File: config.mk
export PLATFORM = sky130hd
export DESIGN_NAME = mem_lsu
export DESIGN_NICKNAME = d
export VERILOG_FILES = /design/src/rtl/mem_lsu.sv
export SDC_FILE = /design/constraint.sdc
export NUM_CORES = 1
export LEC_CHECK = 0
export ABC_AREA = 1
export BUFFER_PORTS_ARGS = -buffer_cell sky130_fd_sc_hd__buf_2
export CORE_MARGIN = 2
export CORE_UTILIZATION = 45
export CTS_CLUSTER_SIZE = 30
export DETAILED_ROUTE_END_ITERATION = 10
export PLACE_DENSITY = 0.72
export SLEW_MARGIN = 10
export SYNTH_ARGS = -nofsm -noshare
export SYNTH_HDL_FRONTEND = slang
export SYNTH_SLANG_ARGS = --single-unit
File: constraint.sdc
create_clock -name clk_i -period 2 [get_ports clk_i]
set_input_delay 0.4 -clock clk_i [delete_from_list [all_inputs] [get_ports clk_i]]
set_output_delay 0.4 -clock clk_i [all_outputs]
set_load 0.05 [all_outputs]
File: src/rtl/mem_lsu.sv
// mem_lsu: MIPS memory stage with wait-state load/store unit feeding the MEM/WB register
module mem_lsu (
  input  logic        clk_i,
  input  logic        rst_i,
  input  logic [4:0]  wd_i,
  input  logic        wreg_i,
  input  logic [31:0] wdata_i,
  input  logic [3:0]  memop_i,
  input  logic [31:0] addr_i,
  input  logic [31:0] sdata_i,
  input  logic        flush_i,
  input  logic        ram_ready_i,
  input  logic [31:0] ram_data_i,
  output logic        ram_ce_o,
  output logic        ram_we_o,
  output logic [31:0] ram_addr_o,
  output logic [3:0]  ram_sel_o,
  output logic [31:0] ram_data_o,
  output logic        stall_o,
  output logic [4:0]  wb_wd_o,
  output logic        wb_wreg_o,
  output logic [31:0] wb_wdata_o,
  output logic        exc_adel_o,
  output logic        exc_ades_o,
  output logic [31:0] badvaddr_o
);
  typedef enum logic {IDLE, ACCESS} state_t;
  state_t state;
  logic [3:0] op_q;
  logic [1:0] off_q;
  logic [4:0] wd_q;
  logic kill_q;
  logic is_load, is_store, is_mem, is_half, is_word, mis, accept;
  logic [3:0] sel;
  logic [31:0] st_data, load_val;
  logic [7:0] lb;
  logic [15:0] lh;
  always_comb begin
    is_load = memop_i >= 4'd1 && memop_i <= 4'd5;
    is_store = memop_i >= 4'd6 && memop_i <= 4'd8;
    is_mem = is_load || is_store;
    is_half = memop_i == 4'd3 || memop_i == 4'd4 || memop_i == 4'd7;
    is_word = memop_i == 4'd5 || memop_i == 4'd8;
    mis = (is_half && addr_i[0]) || (is_word && addr_i[1:0] != 2'b00);
    accept = is_mem && !mis && !flush_i;
    sel = is_word ? 4'b1111 : is_half ? (addr_i[1] ? 4'b1100 : 4'b0011) : 4'b0001 << addr_i[1:0];
    st_data = memop_i == 4'd6 ? {4{sdata_i[7:0]}} : memop_i == 4'd7 ? {2{sdata_i[15:0]}} : sdata_i;
    stall_o = state == IDLE ? accept : !ram_ready_i;
  end
  // Lane selection uses the offset latched at acceptance, not the live address
  always_comb begin
    lb = ram_data_i[{off_q, 3'b000} +: 8];
    lh = off_q[1] ? ram_data_i[31:16] : ram_data_i[15:0];
    load_val = op_q == 4'd1 ? {{24{lb[7]}}, lb} :
               op_q == 4'd2 ? {24'b0, lb} :
               op_q == 4'd3 ? {{16{lh[15]}}, lh} :
               op_q == 4'd4 ? {16'b0, lh} : ram_data_i;
  end
  always_ff @(posedge clk_i) begin
    if (rst_i) begin
      state <= IDLE;
      op_q <= '0;
      off_q <= '0;
      wd_q <= '0;
      kill_q <= 1'b0;
      ram_ce_o <= 1'b0;
      ram_we_o <= 1'b0;
      ram_addr_o <= '0;
      ram_sel_o <= '0;
      ram_data_o <= '0;
      wb_wd_o <= '0;
      wb_wreg_o <= 1'b0;
      wb_wdata_o <= '0;
      exc_adel_o <= 1'b0;
      exc_ades_o <= 1'b0;
      badvaddr_o <= '0;
    end else if (state == IDLE) begin
      wb_wd_o <= wd_i;
      wb_wdata_o <= wdata_i;
      wb_wreg_o <= !is_mem && wreg_i && !flush_i;
      exc_adel_o <= is_load && mis && !flush_i;
      exc_ades_o <= is_store && mis && !flush_i;
      if (is_mem && mis && !flush_i) badvaddr_o <= addr_i;
      if (accept) begin
        state <= ACCESS;
        op_q <= memop_i;
        off_q <= addr_i[1:0];
        wd_q <= wd_i;
        kill_q <= 1'b0;
        ram_ce_o <= 1'b1;
        ram_we_o <= is_store;
        ram_addr_o <= {addr_i[31:2], 2'b00};
        ram_sel_o <= sel;
        ram_data_o <= st_data;
      end
    end else begin
      exc_adel_o <= 1'b0;
      exc_ades_o <= 1'b0;
      wb_wreg_o <= 1'b0;
      kill_q <= kill_q || flush_i;
      if (ram_ready_i) begin
        state <= IDLE;
        kill_q <= 1'b0;
        ram_ce_o <= 1'b0;
        ram_we_o <= 1'b0;
        wb_wd_o <= wd_q;
        wb_wdata_o <= load_val;
        wb_wreg_o <= op_q < 4'd6 && !kill_q && !flush_i;
      end
    end
  end
endmodule
==> impl_metrics.json, run 1 <==
{
  "die_x_um": 130,
  "fin_crit_ns": 1.88,
  "numClockSinks": 153,
  "crit_path_start_kind": "input port",
  "cts_max_level": 4,
  "dpl.hpwl_um": 16200,
  "hold_violations": 0,
  "syn_area_um2": 7150,
  "pin_count": 285,
  "grt_first_pass_wirelength_um": 35300,
  "first_pass_iters": 5,
  "drive_gt1_share_pct": 27.5,
  "core-area_um2": 15700,
  "skew_ns": 0.00888,
  "drtIter0Drc": 614,
  "grt_usage_pct": 26.5,
  "antenna_found_initial": 2,
  "post_cts_buffers": 0,
  "hp-start": "addr_i[4]",
  "r2r_start": "op_q[1]",
  "fmax_mhz": 531,
  "arrival_ns": 1.48,
  "yosys-top-cells-area": "dfxtp_1, nand2_1, nor2_1",
  "status": "complete, no violations",
  "cts_tree": "built",
  "synth_ff_type": "dfxtp_1",
  "worstRegToRegCells": 10,
  "wl_per_cell_um": 14.8,
  "yosysSeqAreaShare_pct": 42.8,
  "yosys_register_bits": 153,
  "overflow": 0,
  "period_share_pct": 94.2,
  "hp-class": "input port to flip-flop",
  "worst-setup-path-type": "input port to primary output",
  "drc": 0,
  "fin_util_pct": 59.7,
  "ys_warn_count": 0,
  "rsz0062_at_grt": "no",
  "synth_cells": 1066,
  "die_h_um": 130,
  "syn_area_per_cell_um2": 6.71,
  "synth_cell_types": 27,
  "drt-total-wl_um": 23000,
  "clk_latency_ns": 0.41,
  "peakVddDrop_uv": 536,
  "slew_violations": 0,
  "synth-edff-count": 0,
  "synth_top_area_cell": "dfxtp_1",
  "worstSetupEndpointType": "primary output",
  "grt_max_degree": 74,
  "syn2layout_area_growth_pct": 31.2,
  "worstPathRequired_ns": 1.60,
  "setup_viol": 0,
  "final_cell_mix": "buf_2, nand2_1, nor2_1, dfxtp_1, nand3_1",
  "ff2ff_setup_slack_ns": 0.27,
  "drv_cap": 0,
  "port_buffers": 282,
  "synth_top_area_share_pct": 42.8,
  "asyncSetResetFlopFracSynth_pct": 0,
  "clockRootBuffer": "clkbuf_16",
  "tightest_slew_ns": 0.564,
  "finalWeightedCongestion": 0.882,
  "vias": 7760,
  "leakage_nw": 4.99,
  "vias_per_cell": 4.97,
  "cts_buffer_depth": 2,
  "ant_nets": 0,
  "final_common_cell": "buf_2",
  "cts_inserted_buffers": 17,
  "max_slew_margin_pct": 62.3,
  "clk_pin_slew_worst_paths_ns": 0.06,
  "min_path_cells": 3,
  "path_max_fanout": 4,
  "power.density_nw_per_um2": 915,
  "fin_tns_setup_ns": 0,
  "timing.rr.end": "wb_wdata_o[13]",
  "die-area_um2": 16900,
  "nets": 1471,
  "hold_end": "ram_addr_o[4]",
  "core.rowCount": 46,
  "initial_core_util_pct": 45.5,
  "grt_pass1_vias": 7053,
  "ctsHoldBuffers": 0
}
[power breakdown]
part,internal (mW),switching [mW],total (mW)
Sequential,3.26,0.116,3.38
Combinational,0.588,1.51,2.10
Clock,1.79,1.32,3.11
[how the worst max path moves through the flow]
stage | from | cells after the start | slack [ns] | to
6_report | memop_i[0] | 9 | 0.12 | stall_o
3_3_place_gp | memop_i[0] | 9 | 0.08 | stall_o
3_5_place_dp | memop_i[0] | 9 | 0.04 | stall_o
4_1_cts | state | 6 | 0.06 | stall_o
5_1_grt | memop_i[0] | 9 | 0.02 | stall_o
2_1_floorplan | memop_i[0] | 10 | 0.01 | stall_o
[kinds of logic after synthesis]
kind of cell | count (synthesis) | synth area share, %
other | 1 | 0.0524
DFF | 153 | 42.8
AOI/OAI and AO/OA | 202 | 16.0
and+or+nand+nor | 575 | 32.7
buffers and inverters | 135 | 8.38
[flip-flops by register name, indices dropped and copies added, names as in the netlist, 2 cells and up]
register	cells
off_q	2
wb_wd_o	5
badvaddr_o	32
ram_sel_o	4
wd_q	5
ram_addr_o	30
wb_wdata_o	32
op_q	4
ram_data_o	32
[through the flow]
step	hold WS (ns)	std cells	total power, mW	cell area [um2]	worst slack [ns]
after CTS	0.217	1558	8.62	9370	0.0643
after detailed placement	0.448	1526	5.52	8790	0.0408
after global placement	0.444	1526	5.51	8790	0.0775
after global routing	0.228	1558	8.96	9380	0.0219
after floorplan	0.454	1067	4.92	7160	0.0121
final	0.227	1560	8.59	9390	0.116
[critical path: stages]
cell	delay, ns
buf_2	0.13
nor2_2	0.16
nand3_2	0.13
nand3_2	0.12
nand3_2	0.10
nor2_4	0.15
inv_2	0.07
nand2_2	0.07
buf_6	0.16
[Yosys cell counts (2+ instances only)]
| cell type | count |
|---|---|
| dfxtp_1 | 153 |
| buf_2 | 23 |
| nand3_2 | 3 |
| inv_1 | 59 |
| nor2_1 | 198 |
| nand2_2 | 3 |
| nand2_1 | 272 |
| o21ai_0 | 39 |
| buf_4 | 3 |
| a21oi_1 | 82 |
| nand3_1 | 88 |
| o21ai_1 | 42 |
| clkbuf_1 | 38 |
| a22o_1 | 31 |
| nor3_1 | 2 |
| buf_6 | 7 |
| inv_2 | 4 |
| nand2_4 | 2 |
| nor2_2 | 4 |
| o211ai_1 | 5 |
| nor2_4 | 2 |
[final cells by class]
type,instances,area (um2)
Antenna cell,2,5.00
Clock buffer,19,453
Clock inverter,13,119
Fill cell,1503,6330
Inverter,64,240
Multi-Input combinational cell,779,3510
Sequential cell,153,3060
Tap cell,216,270
Timing Repair Buffer,314,1720
[per-layer routing]
layer	wire length, um	vias up	track usage [%]
met1	9640	3476	32.9
met4	434	0	7.53
met3	2040	29	8.20
met2	10900	303	44.5
li1	-	3952	-
met5	0	-	0
[what timing repair did]
action                     CTS  global route
resized for setup            2             2
hold endpoints to repair     0             0
setup endpoints to repair    1             8
Power figures use the tool's default switching activity.
==> run 2: changes to the inputs <==
==> constraint.sdc (replaced) <==
create_clock -name clk_i -period 2 [get_ports clk_i]
set_input_delay 0.4 -clock clk_i [delete_from_list [all_inputs] [get_ports clk_i]]
set_output_delay 0.4 -clock clk_i [all_outputs]
set_load 0.005 [all_outputs]
==> run 2 against run 1 <==
Net effect: final cell count shrank 0.13%; largest cell class unchanged; clock power about the same; maximum frequency hardly changed; largest power group unchanged; core utilization shrank 0.28 points; hold slack got worse by 0.0050 ns.
==> impl_metrics.json, run 2 (same netlist as run 1, synthesis figures left out) <==
{
  "rsz0062_at_grt": "no",
  "p_sw_mw": 2.32,
  "die_x_um": 130,
  "hold_violations": 0,
  "drc": 0,
  "clockRootBuffer": "clkbuf_16",
  "post_cts_resized": 0,
  "finalNonFillerCells": 1558,
  "ant_nets": 0,
  "leakage_nw": 4.97,
  "drv_cap": 0,
  "cts_inserted_buffers": 17,
  "path_max_fanout": 7,
  "fin_tns_setup_ns": 0,
  "total_power_mw": 7.94,
  "clk_latency_ns": 0.42,
  "drt-total-wl_um": 23000,
  "power.density_nw_per_um2": 849,
  "clk_pin_slew_worst_paths_ns": 0.07,
  "setup_viol": 0,
  "nets": 1469,
  "die-area_um2": 16900,
  "largestRegisters": "badvaddr_o: 32 flops, ram_data_o: 32 flops, wb_wdata_o: 32 flops",
  "crit_path_start_kind": "input port",
  "core.rowCount": 46,
  "grt_use_met3_pct": 7.67,
  "drive_gt1_share_pct": 27.3,
  "status": "complete, no violations",
  "syn2layout_area_growth_pct": 30.6,
  "antenna_found_initial": 2,
  "intPower_mw": 5.61,
  "max_slew_margin_pct": 58.2,
  "dpl.cell_count": 1524,
  "core-area_um2": 15700,
  "arrival_ns": 1.48,
  "skew_ns": 0.00771,
  "numClockSinks": 153,
  "period_share_pct": 94.2,
  "grt_usage_pct": 26.2,
  "first_pass_iters": 6,
  "cts_max_level": 4,
  "final_common_cell": "buf_2",
  "cts_buffer_depth": 2,
  "drtIter0Drc": 565,
  "grt_max_degree": 82,
  "overflow": 0,
  "tightest_slew_ns": 0.626,
  "use_met1_pct": 32.4,
  "grt_pass1_vias": 7102,
  "worstPathRequired_ns": 1.60,
  "worstSetupEndpointType": "primary output",
  "worstRegToRegCells": 7,
  "grtUsageMet2_pct": 43.7,
  "initial_core_util_pct": 45.5,
  "vias": 7859,
  "top_usage_layer": "met2",
  "seqPwrFrac_pct": 42.5,
  "fin_crit_ns": 1.88,
  "ff2ff_setup_slack_ns": 0.31,
  "switching_share_pct": 29.3,
  "hp-class": "input port to flip-flop",
  "pin_count": 285,
  "grt_first_pass_wirelength_um": 35100,
  "min_path_cells": 3,
  "place_ws_ns": 0.0980,
  "post_cts_buffers": 0,
  "fmax_mhz": 531,
  "vias_per_cell": 5.04,
  "slew_violations": 0,
  "die_h_um": 130,
  "final_cell_mix": "buf_2, nand2_1, nor2_1, dfxtp_1, nand3_1",
  "pwr-share-comb_pct": 17.8,
  "peakVddDrop_uv": 525,
  "worst_slack_ns": 0.116,
  "worst-setup-path-type": "input port to primary output",
  "port_buffers": 282,
  "power.share.clock_pct": 39.6,
  "cts_tree": "built",
  "dpl.hpwl_um": 16300,
  "ctsHoldBuffers": 0,
  "finalWeightedCongestion": 0.908,
  "wl_per_cell_um": 14.7
}
[run 2: routing by layer]
metal | vias up | part of all wire, % | wire length, um
met3 | 42 | 8.7 | 2000
met5 | - | 0 | 0
met4 | 0 | 2.3 | 533
li1 | 3955 | - | -
met2 | 310 | 47 | 10700
met1 | 3552 | 42 | 9750
[run 2: final cells by class]
type / count / area (um2)
fillers: 1518 / 6370
multi-input cells: 779 / 3500
flip-flops and latches: 153 / 3060
repair buffers: 312 / 1690
clock buffers: 18 / 439
well taps: 216 / 270
inverters: 64 / 240
clock inverters: 14 / 134
diodes: 2 / 5.00
[run 2: critical path: stages]
cell	delay (ns)
buf_2	0.15
nor2_2	0.16
nand3_2	0.11
nand3_2	0.12
nand3_2	0.11
nor2_4	0.16
inv_2	0.08
nand2_1	0.07
buf_2	0.12
[run 2: final timing paths]
kind                   from              to
max              memop_i[0]         stall_o
min              addr_i[19]  ram_addr_o[19]
max reg2reg         op_q[1]  wb_wdata_o[10]
min reg2reg  badvaddr_o[18]  badvaddr_o[18]
[run 2: power groups by stage]
stage	logic (mW)	clock network (mW)	registers, mW
3_5_place_dp	1.41	0	3.44
4_1_cts	1.42	3.19	3.37
5_1_grt	1.58	3.33	3.40
3_3_place_gp	1.40	0	3.44
2_1_floorplan	0.792	0	3.45
6_report	1.42	3.14	3.38
[run 2: stage by stage]
step / utilization (%) / cell area (um2) / hold slack [ns]
floorplan: - / 7160 / 0.454
global placement: 55.8 / 8760 / 0.445
detailed placement: 55.8 / 8760 / 0.449
CTS: 59.4 / 9340 / 0.206
global route: 59.4 / 9340 / 0.211
finish: 59.5 / 9340 / 0.222
